==> src/rtl/avg_pkg.sv <==
// avg_pkg: shared constants and elaboration-time helpers for the pipelined averager.
package avg_pkg;
    localparam int DEF_DATA_W       = 16;
    localparam int DEF_NUM_CH       = 8;
    localparam int DEF_MAX_ACC_LOG2 = 4;
    function automatic int clog2(input int v);
        int r = 0;
        while ((1 << r) < v) r++;
        return r;
    endfunction
    function automatic int levels(input int num_ch);
        return clog2(num_ch);
    endfunction
    function automatic int acc_width(input int data_w, input int num_ch, input int max_acc_log2);
        return data_w + levels(num_ch) + max_acc_log2;
    endfunction
    function automatic int lane_lo(input int lane, input int width);
        return lane * width;
    endfunction
    // Bit offset of tree level lvl inside one flat vector holding every level back to back.
    function automatic int lvl_off(input int lvl, input int data_w, input int num_ch);
        int o = 0;
        for (int k = 0; k < lvl; k++) o += (num_ch >> k) * (data_w + k);
        return o;
    endfunction
    typedef logic [acc_width(DEF_DATA_W, DEF_NUM_CH, DEF_MAX_ACC_LOG2)-1:0] acc_t;
endpackage

==> src/rtl/avg_add_stage.sv <==
// avg_add_stage: one registered adder-tree level summing adjacent lane pairs.
module avg_add_stage
    import avg_pkg::*;
#(
    parameter int IN_W  = 16,
    parameter int PAIRS = 4
) (
    input  logic                      clk,
    input  logic                      rst,
    input  logic                      adv,
    input  logic                      in_valid,
    input  logic [2*PAIRS*IN_W-1:0]   in_data,
    output logic                      out_valid,
    output logic [PAIRS*(IN_W+1)-1:0] out_data
);
    logic [PAIRS*(IN_W+1)-1:0] sum;
    for (genvar i = 0; i < PAIRS; i++) begin : g_pair
        assign sum[lane_lo(i, IN_W+1) +: IN_W+1] = (IN_W+1)'(in_data[lane_lo(2*i, IN_W) +: IN_W])
                                                 + (IN_W+1)'(in_data[lane_lo(2*i+1, IN_W) +: IN_W]);
    end
    always_ff @(posedge clk or negedge rst)
        if (!rst) begin
            out_valid <= 1'b0;
            out_data  <= '0;
        end else if (adv) begin
            out_valid <= in_valid;
            out_data  <= sum;
        end
endmodule

==> src/rtl/pipelined_avg.sv <==
// pipelined_avg: valid/ready averager of NUM_CH lanes over 2^acc_log2 beats.
// Define PIPELINED_AVG_ROUND_EN for round-half-up results instead of floor.
module pipelined_avg
    import avg_pkg::*;
#(
    parameter int DATA_W       = 16,
    parameter int NUM_CH       = 8,
    parameter int MAX_ACC_LOG2 = 4
) (
    input  logic                             clk,
    input  logic                             rst,
    input  logic                             in_valid,
    output logic                             in_ready,
    input  logic [NUM_CH*DATA_W-1:0]         in_data,
    input  logic [clog2(MAX_ACC_LOG2+1)-1:0] acc_log2,
    output logic                             out_valid,
    input  logic                             out_ready,
    output logic [DATA_W-1:0]                out_avg,
    output logic                             busy
);
    localparam int L  = levels(NUM_CH);
    localparam int AW = acc_width(DATA_W, NUM_CH, MAX_ACC_LOG2);
    localparam int CW = clog2(MAX_ACC_LOG2 + 1);
    localparam int NW = MAX_ACC_LOG2 + 1;
    localparam int TW = DATA_W + L;
    logic                                    adv, v0;
    logic [NUM_CH*DATA_W-1:0]                d0;
    logic [L:0]                              v;
    logic [lvl_off(L+1, DATA_W, NUM_CH)-1:0] lvl;
    logic [TW-1:0]                           tsum;
    logic [AW-1:0]                           acc, total;
    logic [NW-1:0]                           cnt, cnt_n;
    logic [CW-1:0]                           win, lg, eff;
    logic [DATA_W-1:0]                       avg_n;
    logic                                    first, last;
    assign adv      = !out_valid || out_ready;
    assign in_ready = rst && adv;
    assign busy     = |v || cnt != '0 || out_valid;
    always_ff @(posedge clk or negedge rst)
        if (!rst) begin
            v0 <= 1'b0;
            d0 <= '0;
        end else if (adv) begin
            v0 <= in_valid;
            d0 <= in_data;
        end
    assign v[0] = v0;
    assign lvl[NUM_CH*DATA_W-1:0] = d0;
    for (genvar k = 1; k <= L; k++) begin : g_lvl
        avg_add_stage #(.IN_W(DATA_W + k - 1), .PAIRS(NUM_CH >> k)) u_stage (
            .clk,
            .rst,
            .adv,
            .in_valid (v[k-1]),
            .in_data  (lvl[lvl_off(k-1, DATA_W, NUM_CH) +: (NUM_CH >> (k-1)) * (DATA_W + k - 1)]),
            .out_valid(v[k]),
            .out_data (lvl[lvl_off(k, DATA_W, NUM_CH) +: (NUM_CH >> k) * (DATA_W + k)])
        );
    end
    assign tsum = lvl[lvl_off(L, DATA_W, NUM_CH) +: TW];
    // Window length is taken from acc_log2 only when a tree result opens a new window.
    always_comb begin
        eff   = acc_log2 > CW'(MAX_ACC_LOG2) ? CW'(MAX_ACC_LOG2) : acc_log2;
        first = cnt == '0;
        lg    = first ? eff : win;
        cnt_n = first ? NW'(1) : cnt + NW'(1);
        last  = cnt_n == (NW'(1) << lg);
        total = (first ? '0 : acc) + AW'(tsum);
    end
`ifdef PIPELINED_AVG_ROUND_EN
    assign avg_n = DATA_W'(((AW+1)'(total) + ((AW+1)'(1) << (L + lg - 1))) >> (L + lg));
`else
    assign avg_n = DATA_W'(total >> (L + lg));
`endif
    always_ff @(posedge clk or negedge rst)
        if (!rst) begin
            acc       <= '0;
            cnt       <= '0;
            win       <= '0;
            out_avg   <= '0;
            out_valid <= 1'b0;
        end else if (adv) begin
            out_valid <= v[L] && last;
            if (v[L] && last) begin
                out_avg <= avg_n;
                cnt     <= '0;
            end else if (v[L]) begin
                acc <= total;
                cnt <= cnt_n;
                win <= lg;
            end
        end
endmodule

==> config.mk <==
export PLATFORM = sky130hd
export DESIGN_NAME = pipelined_avg
export DESIGN_NICKNAME = d
export VERILOG_FILES = /design/src/rtl/avg_pkg.sv /design/src/rtl/avg_add_stage.sv /design/src/rtl/pipelined_avg.sv
export SDC_FILE = /design/constraint.sdc
export NUM_CORES = 1
export LEC_CHECK = 0
export CAP_MARGIN = 20
export CELL_PAD_IN_SITES_DETAIL_PLACEMENT = 1
export CELL_PAD_IN_SITES_GLOBAL_PLACEMENT = 1
export CORE_ASPECT_RATIO = 0.6
export CORE_UTILIZATION = 48
export CTS_BUF_LIST = sky130_fd_sc_hd__clkbuf_16
export DETAILED_ROUTE_END_ITERATION = 8
export PLACE_DENSITY = 0.95
export SLEW_MARGIN = 20
export SYNTH_ARGS = -nofsm -noshare
export SYNTH_HDL_FRONTEND = slang
export SYNTH_SLANG_ARGS = --single-unit
==> constraint.sdc <==
create_clock -name clk -period 11.39 [get_ports clk]
set_input_delay 2.278 -clock clk [delete_from_list [all_inputs] [get_ports clk]]
set_output_delay 2.278 -clock clk [all_outputs]
set_load 0.005 [all_outputs]
### Word-level counts from Yosys, hierarchy flattened

Index checks and enable logic that the tools add are counted.

* register bits: 303
* latch bits: 0
* RAM bits: 0
* memory bits (read-only): 0
* bits of input ports: 135
* output and inout bits: 19
* memories: 0

* add/sub/neg operators: 10
* $mul: 0
* div/mod/pow operators: 0
* magnitude comparators: 1
* equality and inequality tests: 1
* shift operators: 2
* muxes and demuxes: 6
* bitwise operators: 1
* reduce and logical (&&, ||, !) cells: 13

Operators by type and width (number)
* adder 16 x 16 -> 17 bit: 4
* adder 17 x 17 -> 18 bit: 2
* adder 23 x 19 -> 23 bit: 1
* two-way mux 23 bit: 1
* >> shifter 23 x 4 -> 16 bit: 1
* adder 18 x 18 -> 19 bit: 1
* two-way mux 5 bit: 3
* two-way mux 3 bit: 2
* adder 5 x 1 -> 5 bit (second input constant): 1
* == test 5 bit: 1
* zero test 5 bit: 1
* nonzero test 5 bit: 1
* << shifter 1 x 3 -> 5 bit (first input constant): 1
* adder 2 x 3 -> 4 bit (first input constant): 1
* AND reduction 2 bit: 2
* OR reduction 4 bit: 1
* greater-than comparator 3 bit (second input constant): 1
* logical OR 1 bit: 3
* AND reduction 3 bit: 1
* logical AND 1 bit: 2
* nonzero test 2 bit: 1
* zero test 1 bit: 1
* NOT 1 bit: 1

### Logic depth before layout (Yosys ltp)

Gate-level depths: netlist of run 1.

* depth after elaboration: 8
* mapped depth: 19
* mapped depth without buffers: 16

### Cells and area by module

From an unflattened synthesis of run 1, not the netlist that was laid out.

* cells, all modules: 2151
* area total of the unflattened synthesis: 19407.4 µm²

By module, submodules not included
* pipelined_avg: instances 1, cells each 1065, area an instance 9102.5 µm², sequential area each 4429.2 µm²
* avg_add_stage (g_lvl[1].u_stage): instances 1, cells each 558, area an instance 5515.3 µm², sequential area each 1726.7 µm²
* avg_add_stage (g_lvl[2].u_stage): instances 1, cells each 333, area an instance 3079.2 µm², sequential area each 925.9 µm²
* avg_add_stage (g_lvl[3].u_stage): instances 1, cells each 195, area an instance 1710.4 µm², sequential area each 500.5 µm²

### Worst setup path before layout of run 1

Ideal clock, no wire load.

* kind: input to output
* start: input port out_ready
* end: output port in_ready
* arrival: 3.265 ns
* required time: 9.112 ns
* setup slack: 5.847 ns
* cell stages on the path: 5
* path through: nand2b_1 clkbuf_1 clkbuf_1 clkbuf_1 and2_1

* cells in the longest elaborated chain, start to end: 2

RTL lines
* from (decl): RTL line pipelined_avg.sv:17 `input logic out_ready,`
* logical OR 1 bit: RTL line pipelined_avg.sv:36 `assign adv = !out_valid || out_ready;`
* logical AND 1 bit: RTL line pipelined_avg.sv:37 `assign in_ready = rst && adv;`
* to (decl): RTL line pipelined_avg.sv:13 `output logic in_ready,`

No other way between the ends.

### Worst setup path after layout of run 1

* start: input port out_ready
* end: register out_avg[15]

* cells in the longest elaborated chain, start to end: 2

RTL lines
* logical OR 1 bit: RTL line pipelined_avg.sv:36
* AND reduction 2 bit (no line)
* to (signal assigned): RTL line pipelined_avg.sv:85 `out_avg <= avg_n;`
* to (decl): RTL line pipelined_avg.sv:18 `output logic [DATA_W-1:0] out_avg,`

No other way between the ends.
A chain may end at the register's enable or synchronous reset.

==> impl_metrics.json, run 1 <==
{
  "worst-setup-path-type": "primary input to register",
  "cts_max_level": 1,
  "crit_slowest_cell": "buf_4",
  "drt_iter0_drc": 1305,
  "die_y_um": 152,
  "stdcell_count": 2740,
  "ios": 154,
  "fill_cells": 4255,
  "cpLargestDelayFamily": "simple AND/OR/NAND/NOR gates",
  "dpl.cell_count": 2683,
  "cp.arrival_ns": 6.56,
  "ys_warn_count": 0,
  "ys_types": 72,
  "clk_latency_ns": 0.60,
  "relSlewSlack": 0.274,
  "dpl_worst_slack_ns": 4.93,
  "fmax_mhz": 164,
  "postCtsResizedCells": 0,
  "die_area_sq_um": 38600,
  "worst_slack_ns": 5.31,
  "ctsHoldBuffers": 0,
  "syn_nets": 2378,
  "drt_first_pass_iters": 5,
  "skew_ns": 0.0152,
  "grt_overflow_total": 0,
  "synth-seq-area-share": 0.418,
  "startpoint_type": "primary input",
  "clk_path_buf_depth": 3,
  "wl_um": 57800,
  "postCtsSetupBuffers": 0,
  "ff_latch_area_sq_um": 7580,
  "numPortBuffers": 153,
  "synth_cells": 2098,
  "area_growth_pct": 16.3,
  "via_per_inst": 5.99,
  "vdd_drop_max_mv": 0.177,
  "tightestPinTransition_ns": 1.09,
  "synth_ff_type": "dfrtp_1",
  "antennaDiodeCount": 0,
  "timing.rr.start": "cnt[0]$_DFFE_PN0P_",
  "clk_pin_slew_ns": 0.07,
  "finalMaxSlewViolations": 0,
  "finalSetupViolCount": 0,
  "vias": 16400,
  "initial_core_util": 0.493,
  "cp_cell_sequence": "clkdlybuf4s50_1 > nand2b_4 > buf_4 > buf_12 > nand2_1 > or2_2 > or2_2 > nor3_1 > a32oi_1 > o21ai_0",
  "die_x_um": 253,
  "rows": 54,
  "grt_pass1_vias": 17900,
  "slowest_delay_ns": 0.63,
  "min_period_ns": 6.08,
  "grt_max_degree": 233,
  "grt_use_total": 0.299,
  "synthesis.area_sq_um": 18100,
  "core-area_sq_um": 36800,
  "grt_first_pass_wirelength_um": 93700,
  "whs_ns": 0.471,
  "wl_per_cell_um": 21.1,
  "antenna_found_initial": 0,
  "power.density_nw_per_um2": 343,
  "cts_tree": "yes",
  "cts_root_buf": "clkbuf_16",
  "worstPathBufferInverterCount": 3,
  "critPathMaxFanout": 232,
  "worstPathRequired_ns": 11.87,
  "synth-seq-cells": 303,
  "status": "finished, final reports clean",
  "async_flop_share": 1.00,
  "cp-startpoint": "out_ready",
  "hold_path_class": "register to register",
  "cts.sinks": 303,
  "drive_gt1_frac": 0.0367,
  "drc": 0,
  "ant_nets": 0,
  "multiInputGateArea_sq_um": 10000,
  "gp_congestion": 0.898,
  "finalCritPeriodShare": 0.534,
  "hold_viol": 0,
  "tns_ns": 0,
  "rsz0062_at_grt": "false",
  "max-cap-violations": 0,
  "min_from": "d0[117]$_DFFE_PN0N_",
  "cts-buffers-inserted": 31,
  "synth_edf_count": 0,
  "syn_area_per_cell_sq_um": 8.64,
  "nets": 2493,
  "p_leak_nw": 9.73,
  "hpwl_um": 39400,
  "path_common_cell": "or2_2",
  "endpoint_kind": "register"
}
## final timing paths
kind                                           end  slack (ns)  cells after the start
max                        out_avg[15]$_DFFE_PN0P_        5.31                     10
min                            d0[117]$_DFFE_PN0N_        0.47                      2
max reg2reg                out_avg[12]$_DFFE_PN0P_        5.75                     17
min reg2reg                    d0[117]$_DFFE_PN0N_        0.47                      2
max in group asynchronous      d0[117]$_DFFE_PN0N_        8.32                      2
min in group asynchronous       d0[51]$_DFFE_PN0N_        1.70                      1
## registers in the layout, summed over array words and instances, names as in the netlist
signal	cells
win	3
out_avg	16
g_lvl.u_stage.out_valid	3
g_lvl.u_stage.out_data	123
d0	128
v0	1
cnt	5
acc	23
out_valid	1
## layout make-up
cell class                 count  share of cell area
multi-input combinational   1656               0.475
clock buffer                  31              0.0368
tap                          504              0.0299
clock inverter                25             0.00908
timing repair buffer         164              0.0791
inverter                      57              0.0102
sequential                   303               0.360
## cell families (layout without fill, tap and decap cells)
family | count (synthesis) | in the layout | share of synthesized area
adder cells (fa/ha/maj) | 145 | 145 | 0.103
AO/OA/AOI/OAI | 445 | 445 | 0.154
flip-flops | 303 | 303 | 0.418
XOR/XNOR | 93 | 93 | 0.0450
buffers and inverters | 139 | 277 | 0.0298
AND/OR/NAND/NOR | 939 | 939 | 0.228
multiplexers | 34 | 34 | 0.0216
## through the flow
step                area, sq um  utilization  total power, W
detailed placement        20100        0.546         0.00597
finish                    21100        0.573         0.00723
floorplan                 18100            -         0.00473
CTS                       21000        0.573         0.00711
global placement          20100        0.546         0.00557
global route              21100        0.573         0.00769
## power by group
part | internal (W) | switching (W)
logic | 0.00172 | 0.00269
clock network | 0.000559 | 0.000461
registers | 0.00149 | 0.000308
## cells in the final DEF (no fill, tap or decap), types with 33 or more instances in the layout
master / synthesis / layout
nand2_1: 522 / 522
nor3_1: 54 / 54
a211oi_1: 33 / 33
a21oi_1: 144 / 144
and2_1: 33 / 33
o21ai_0: 104 / 104
inv_1: 57 / 61
clkdlybuf4s50_1: 0 / 152
ha_1: 137 / 137
xor2_1: 52 / 52
dfrtp_1: 303 / 303
xnor2_1: 41 / 41
nand3_1: 39 / 39
nor2_1: 167 / 167
## worst min-delay path, stage by stage (launching register included)
cell	delay, ns
dfrtp_1	0.34
nand2_1	0.05
nand2_1	0.05
## cells in the mapped netlist, types with 39 or more instances
master    instances  share of area
nand2_1         522           0.11
dfrtp_1         303           0.42
nor2_1          167          0.035
a21oi_1         144          0.040
ha_1            137          0.095
o21ai_0         104          0.029
clkbuf_1         70          0.015
inv_1            57          0.012
nor3_1           54          0.015
xor2_1           52          0.025
xnor2_1          41          0.020
nand3_1          39          0.011
## metal layers
layer,track usage,vias up,wire length [um]
met5,0,-,0
met4,0.0909,0,1850
met3,0.0514,159,2980
met2,0.524,537,28700
met1,0.377,8233,24200
li1,-,7488,-
Note: power is estimated with default switching activity, not from simulation.
==> run 2: changes to the inputs <==
--- a/config.mk
+++ b/config.mk
@@ -9,10 +9,10 @@
 export CELL_PAD_IN_SITES_DETAIL_PLACEMENT = 1
 export CELL_PAD_IN_SITES_GLOBAL_PLACEMENT = 1
 export CORE_ASPECT_RATIO = 0.6
-export CORE_UTILIZATION = 48
+export CORE_UTILIZATION = 45
 export CTS_BUF_LIST = sky130_fd_sc_hd__clkbuf_16
 export DETAILED_ROUTE_END_ITERATION = 8
-export PLACE_DENSITY = 0.95
+export PLACE_DENSITY = 0.92
 export SLEW_MARGIN = 20
 export SYNTH_ARGS = -nofsm -noshare
 export SYNTH_HDL_FRONTEND = slang
==> constraint.sdc (replaced) <==
create_clock -name clk -period 5.9 [get_ports clk]
set_input_delay 1.18 -clock clk [delete_from_list [all_inputs] [get_ports clk]]
set_output_delay 1.18 -clock clk [all_outputs]
set_load 0.005 [all_outputs]
==> impl_metrics.json, run 2 (synthesized netlist as in run 1, its figures left out) <==
{
  "min_period_ns": 5.13,
  "die_y_um": 157,
  "finalCritPeriodShare": 0.870,
  "vias": 15900,
  "p_int_w": 0.00715,
  "fill_cells": 4555,
  "layout_commonest_cell": "nand2_1",
  "stdcell_count": 2761,
  "combPwrFrac": 0.610,
  "most-common-layout-cells": "nand2_1, dfrtp_1, nor2_1, clkdlybuf4s50_1, a21oi_1",
  "ant_nets": 0,
  "tns_ns": 0,
  "numPortBuffers": 153,
  "dpl.cell_count": 2707,
  "clk_pin_slew_ns": 0.07,
  "max-cap-violations": 0,
  "core-area_sq_um": 39400,
  "rows": 56,
  "cts-buffers-inserted": 30,
  "rsz0062_at_grt": "false",
  "antennaDiodeCount": 0,
  "hpwl_um": 39200,
  "fmax_mhz": 195,
  "antenna_found_initial": 0,
  "ctsHoldBuffers": 0,
  "postCtsResizedCells": 0,
  "drive_gt1_frac": 0.0362,
  "largest_reg_flops": 128,
  "pwr-share-seq": 0.254,
  "clk_latency_ns": 0.58,
  "postCtsSetupBuffers": 0,
  "power.density_nw_per_um2": 643,
  "cp.arrival_ns": 5.62,
  "worstPathRequired_ns": 6.38,
  "largestRegisters": "d0 (128), g_lvl.u_stage.out_data (123), acc (23)",
  "drt_first_pass_iters": 8,
  "initial_core_util": 0.460,
  "worst-setup-path-type": "register to register",
  "status": "complete, but fails checks",
  "ios": 154,
  "min_from": "d0[101]$_DFFE_PN0N_",
  "p_leak_nw": 9.72,
  "timing.rr.start": "cnt[0]$_DFFE_PN0P_",
  "startpoint_type": "register",
  "grt_pass1_vias": 17000,
  "hold_viol": 0,
  "clk_path_buf_depth": 3,
  "grt_max_degree": 109,
  "cts_max_level": 1,
  "cts_tree": "yes",
  "switchingPower_w": 0.00637,
  "ff_latch_area_sq_um": 7580,
  "relSlewSlack": 0.264,
  "area_growth_pct": 16.0,
  "grt_overflow_total": 0,
  "gp_congestion": 0.881,
  "die_area_sq_um": 41100,
  "violations": "DRC",
  "multiInputGateArea_sq_um": 10000,
  "vdd_drop_max_mv": 0.271,
  "critPathMaxFanout": 21,
  "wl_um": 54000,
  "cts.sinks": 303,
  "finish.utilization": 0.534,
  "drt_iter0_drc": 901,
  "endpoint_kind": "register",
  "die_x_um": 261,
  "nets": 2497,
  "tightestPinTransition_ns": 1.10,
  "skew_ns": 0.0161,
  "total_power_w": 0.0135,
  "cp-startpoint": "cnt[0]$_DFFE_PN0P_",
  "grt_use_total": 0.266,
  "regMostFlops": "d0",
  "wl_per_cell_um": 19.6,
  "hold_path_class": "register to register",
  "drc": 1,
  "p_sw_frac": 0.471,
  "grt_first_pass_wirelength_um": 88700,
  "via_per_inst": 5.75,
  "pwr-share-clk": 0.137,
  "finalMaxSlewViolations": 0,
  "cts_root_buf": "clkbuf_16",
  "finalSetupViolCount": 0
}
run 2: final timing paths:
path	end	slack, ns	depth (start not counted)
worst max-delay path	out_avg[13]$_DFFE_PN0P_	0.77	17
worst min-delay path	d0[101]$_DFFE_PN0N_	0.47	2
worst max register to register	out_avg[13]$_DFFE_PN0P_	0.77	17
worst min register to register	d0[101]$_DFFE_PN0N_	0.47	2
max in group asynchronous	g_lvl[2].u_stage.out_data[12]$_DFFE_PN0N_	3.64	3
min in group asynchronous	d0[9]$_DFFE_PN0N_	0.48	1
run 2: cell type report:
type	count	share of cell area
multi-input cells	1656	0.476
flip-flops and latches	303	0.361
well taps	522	0.0311
repair buffers	169	0.0790
clock buffers	31	0.0369
inverters	57	0.0102
clock inverters	23	0.00571
run 2: per-layer routing:
layer / share of wire / global-route usage
met1: 0.46 / 0.353
met2: 0.48 / 0.464
met3: 0.033 / 0.0311
met4: 0.022 / 0.0659
met5: 0 / 0
run 2: through the flow:
stage / cell area [sq um] / hold slack [ns] / setup WS, ns
after detailed placement: 20100 / 0.462 / 0.901
after global placement: 20100 / 0.455 / 1.13
after floorplan: 18100 / 0.442 / 1.34
after CTS: 21000 / 0.471 / 0.827
final: 21000 / 0.474 / 0.766
after global routing: 21000 / 0.484 / 0.446
run 2: power groups by stage:
| stage | sequential, W | combinational (W) | clock, W |
|---|---|---|---|
| 2_1_floorplan | 0.00321 | 0.00593 | 0 |
| 3_3_place_gp | 0.00341 | 0.00743 | 0 |
| 3_5_place_dp | 0.00345 | 0.00798 | 0 |
| 4_1_cts | 0.00342 | 0.00817 | 0.00187 |
| 5_1_grt | 0.00350 | 0.00910 | 0.00194 |
| 6_report | 0.00343 | 0.00825 | 0.00185 |
run 2: worst max-delay path, cell delays in order (launching register included):
cell and delay [ns]:
dfrtp_1 0.43, inv_1 0.10, ha_1 0.21, or4b_1 0.70, and2_1 0.24, ha_1 0.21
inv_1 0.07, fa_1 0.40, nand2b_1 0.21, a211oi_1 0.21, o21ai_0 0.30, a31oi_1 0.53
o21ai_0 0.18, nor4b_1 0.35, buf_4 0.20, mux2i_1 0.24, a31oi_1 0.13, a221oi_1 0.30
==> run 3: changes to the inputs <==
--- a/config.mk
+++ b/config.mk
@@ -9,6 +9,7 @@
 export CELL_PAD_IN_SITES_DETAIL_PLACEMENT = 1
 export CELL_PAD_IN_SITES_GLOBAL_PLACEMENT = 1
 export CORE_ASPECT_RATIO = 0.6
+export CORE_MARGIN = 5
 export CORE_UTILIZATION = 45
 export CTS_BUF_LIST = sky130_fd_sc_hd__clkbuf_16
 export DETAILED_ROUTE_END_ITERATION = 8
==> impl_metrics.json, run 3 (synthesized netlist as in run 1, its figures left out) <==
{
  "endpoint_kind": "register",
  "wl_met2_um": 26200,
  "core-area_sq_um": 39400,
  "cts_root_buf": "clkbuf_16",
  "ant_nets": 0,
  "finalCritPeriodShare": 0.856,
  "rows": 56,
  "ios": 154,
  "wl_per_cell_um": 19.7,
  "postCtsResizedCells": 0,
  "cts_tree": "yes",
  "cp_cell_sequence": "inv_1 > ha_1 > or4b_1 > and2_1 > ha_1 > inv_1 > fa_1 > nand2b_1 > a211oi_1 > o21ai_0 > a31oi_1 > o21ai_0 > nor4b_1 > buf_4 > o32ai_1 > o31ai_1 > o221ai_1",
  "skew_ns": 0.0284,
  "post_dp_cell_area_sq_um": 20100,
  "relSlewSlack": 0.274,
  "vias": 16000,
  "timing.rr.start": "cnt[0]$_DFFE_PN0P_",
  "initial_core_util": 0.459,
  "clk_path_buf_depth": 3,
  "startpoint_type": "register",
  "die_y_um": 165,
  "reg2reg_slack_ns": 0.85,
  "gp_congestion": 0.861,
  "layout_commonest_cell": "nand2_1",
  "top_layer_used": "met4",
  "crit_end": "out_avg[12]$_DFFE_PN0P_",
  "via_per_inst": 5.79,
  "die_area_sq_um": 44500,
  "drt_iter0_drc": 1089,
  "max-cap-violations": 0,
  "p_leak_nw": 9.70,
  "largest_reg_flops": 128,
  "status": "finished, final reports clean",
  "hold_viol": 0,
  "wl_um": 54300,
  "min_period_ns": 5.05,
  "fill_cells": 4610,
  "regMostFlops": "d0",
  "cts.sinks": 303,
  "fmax_mhz": 198,
  "cp-startpoint": "cnt[0]$_DFFE_PN0P_",
  "cts-buffers-inserted": 31,
  "postCtsSetupBuffers": 0,
  "tightestPinTransition_ns": 1.06,
  "grt_max_degree": 217,
  "grt_overflow_total": 0,
  "rr_worst_depth": 17,
  "vdd_drop_max_mv": 0.281,
  "clk_pin_slew_ns": 0.07,
  "clk_latency_ns": 0.59,
  "most-common-layout-cells": "nand2_1, dfrtp_1, nor2_1, clkdlybuf4s50_1, a21oi_1",
  "crit_slowest_cell": "or4b_1",
  "largestRegisters": "d0 (128), g_lvl.u_stage.out_data (123), acc (23)",
  "finalMaxSlewViolations": 0,
  "area_growth_pct": 16.1,
  "cts_max_level": 1,
  "nets": 2493,
  "grt_first_pass_wirelength_um": 90400,
  "wl_met3_um": 2380,
  "drc": 0,
  "cp.arrival_ns": 5.50,
  "power.density_nw_per_um2": 641,
  "wl_met1_um": 24500,
  "r2r-end": "out_avg[12]$_DFFE_PN0P_",
  "worst-setup-path-type": "register to register",
  "numPortBuffers": 153,
  "drt_first_pass_iters": 5,
  "grt_pass1_vias": 17200,
  "grt_use_total": 0.247,
  "tns_ns": 0,
  "finalSetupViolCount": 0,
  "antenna_found_initial": 1,
  "slowest_delay_ns": 0.67,
  "die_x_um": 269,
  "critPathMaxFanout": 21,
  "rsz0062_at_grt": "false",
  "stdcell_area_sq_um": 21000,
  "ctsHoldBuffers": 0,
  "antennaDiodeCount": 0,
  "worstPathRequired_ns": 6.35,
  "hpwl_um": 38700,
  "drive_gt1_frac": 0.0340,
  "hold_path_class": "register to register"
}
## run 3: metal layers
| metal | GRT usage | vias up |
|---|---|---|
| met5 | 0 | - |
| met2 | 0.421 | 362 |
| met3 | 0.0335 | 105 |
| met1 | 0.336 | 8000 |
| li1 | - | 7499 |
| met4 | 0.0592 | 0 |
## run 3: worst min-delay path by stage
stage | cells after the start | slack [ns] | start | endpoint
floorplan | 2 | 0.44 | acc[16]$_DFFE_PN0P_ | acc[16]$_DFFE_PN0P_
global placement | 2 | 0.45 | acc[18]$_DFFE_PN0P_ | acc[18]$_DFFE_PN0P_
detailed placement | 2 | 0.46 | g_lvl[1].u_stage.out_data[51]$_DFFE_PN0N_ | g_lvl[1].u_stage.out_data[51]$_DFFE_PN0N_
CTS | 2 | 0.48 | g_lvl[1].u_stage.out_data[51]$_DFFE_PN0N_ | g_lvl[1].u_stage.out_data[51]$_DFFE_PN0N_
global route | 2 | 0.50 | d0[101]$_DFFE_PN0N_ | d0[101]$_DFFE_PN0N_
finish | 2 | 0.47 | d0[114]$_DFFE_PN0N_ | d0[114]$_DFFE_PN0N_
## run 3: worst max-delay path: cells and delay by family (launching register included)
family                     cells  cell delay, ns
DFF                            1            0.43
AOI/OAI and AO/OA              7            1.89
buffers and inverters          3            0.37
and+or+nand+nor                4            1.43
adders and majority gates      3            0.81
## run 3: where the power goes
part           leakage [nW]  internal, W  switching, W  total [W]
sequential             3.58      0.00287      0.000559    0.00343
combinational          5.66      0.00330       0.00489    0.00820
clock                 0.460     0.000989      0.000868    0.00186
total                  9.70      0.00716       0.00632     0.0135
## run 3: final cells by class
type	count	area, sq um	share of cell area
clock inverters	24	133	0.00631
well taps	522	653	0.0311
multi-input cells	1656	10000	0.476
inverters	57	214	0.0102
clock buffers	31	776	0.0369
flip-flops and latches	303	7580	0.361
repair buffers	164	1660	0.0788
## run 3: metrics by stage
| stage | hold slack [ns] | setup slack, ns | std cells | util | total power [W] |
|---|---|---|---|---|---|
| 2_1_floorplan | 0.442 | 1.34 | 2098 | - | 0.00914 |
| 3_3_place_gp | 0.454 | 1.14 | 2702 | 0.510 | 0.0108 |
| 3_5_place_dp | 0.464 | 0.949 | 2702 | 0.510 | 0.0114 |
| 4_1_cts | 0.478 | 0.911 | 2757 | 0.533 | 0.0134 |
| 5_1_grt | 0.501 | 0.519 | 2757 | 0.533 | 0.0146 |
| 6_report | 0.472 | 0.851 | 2757 | 0.533 | 0.0135 |
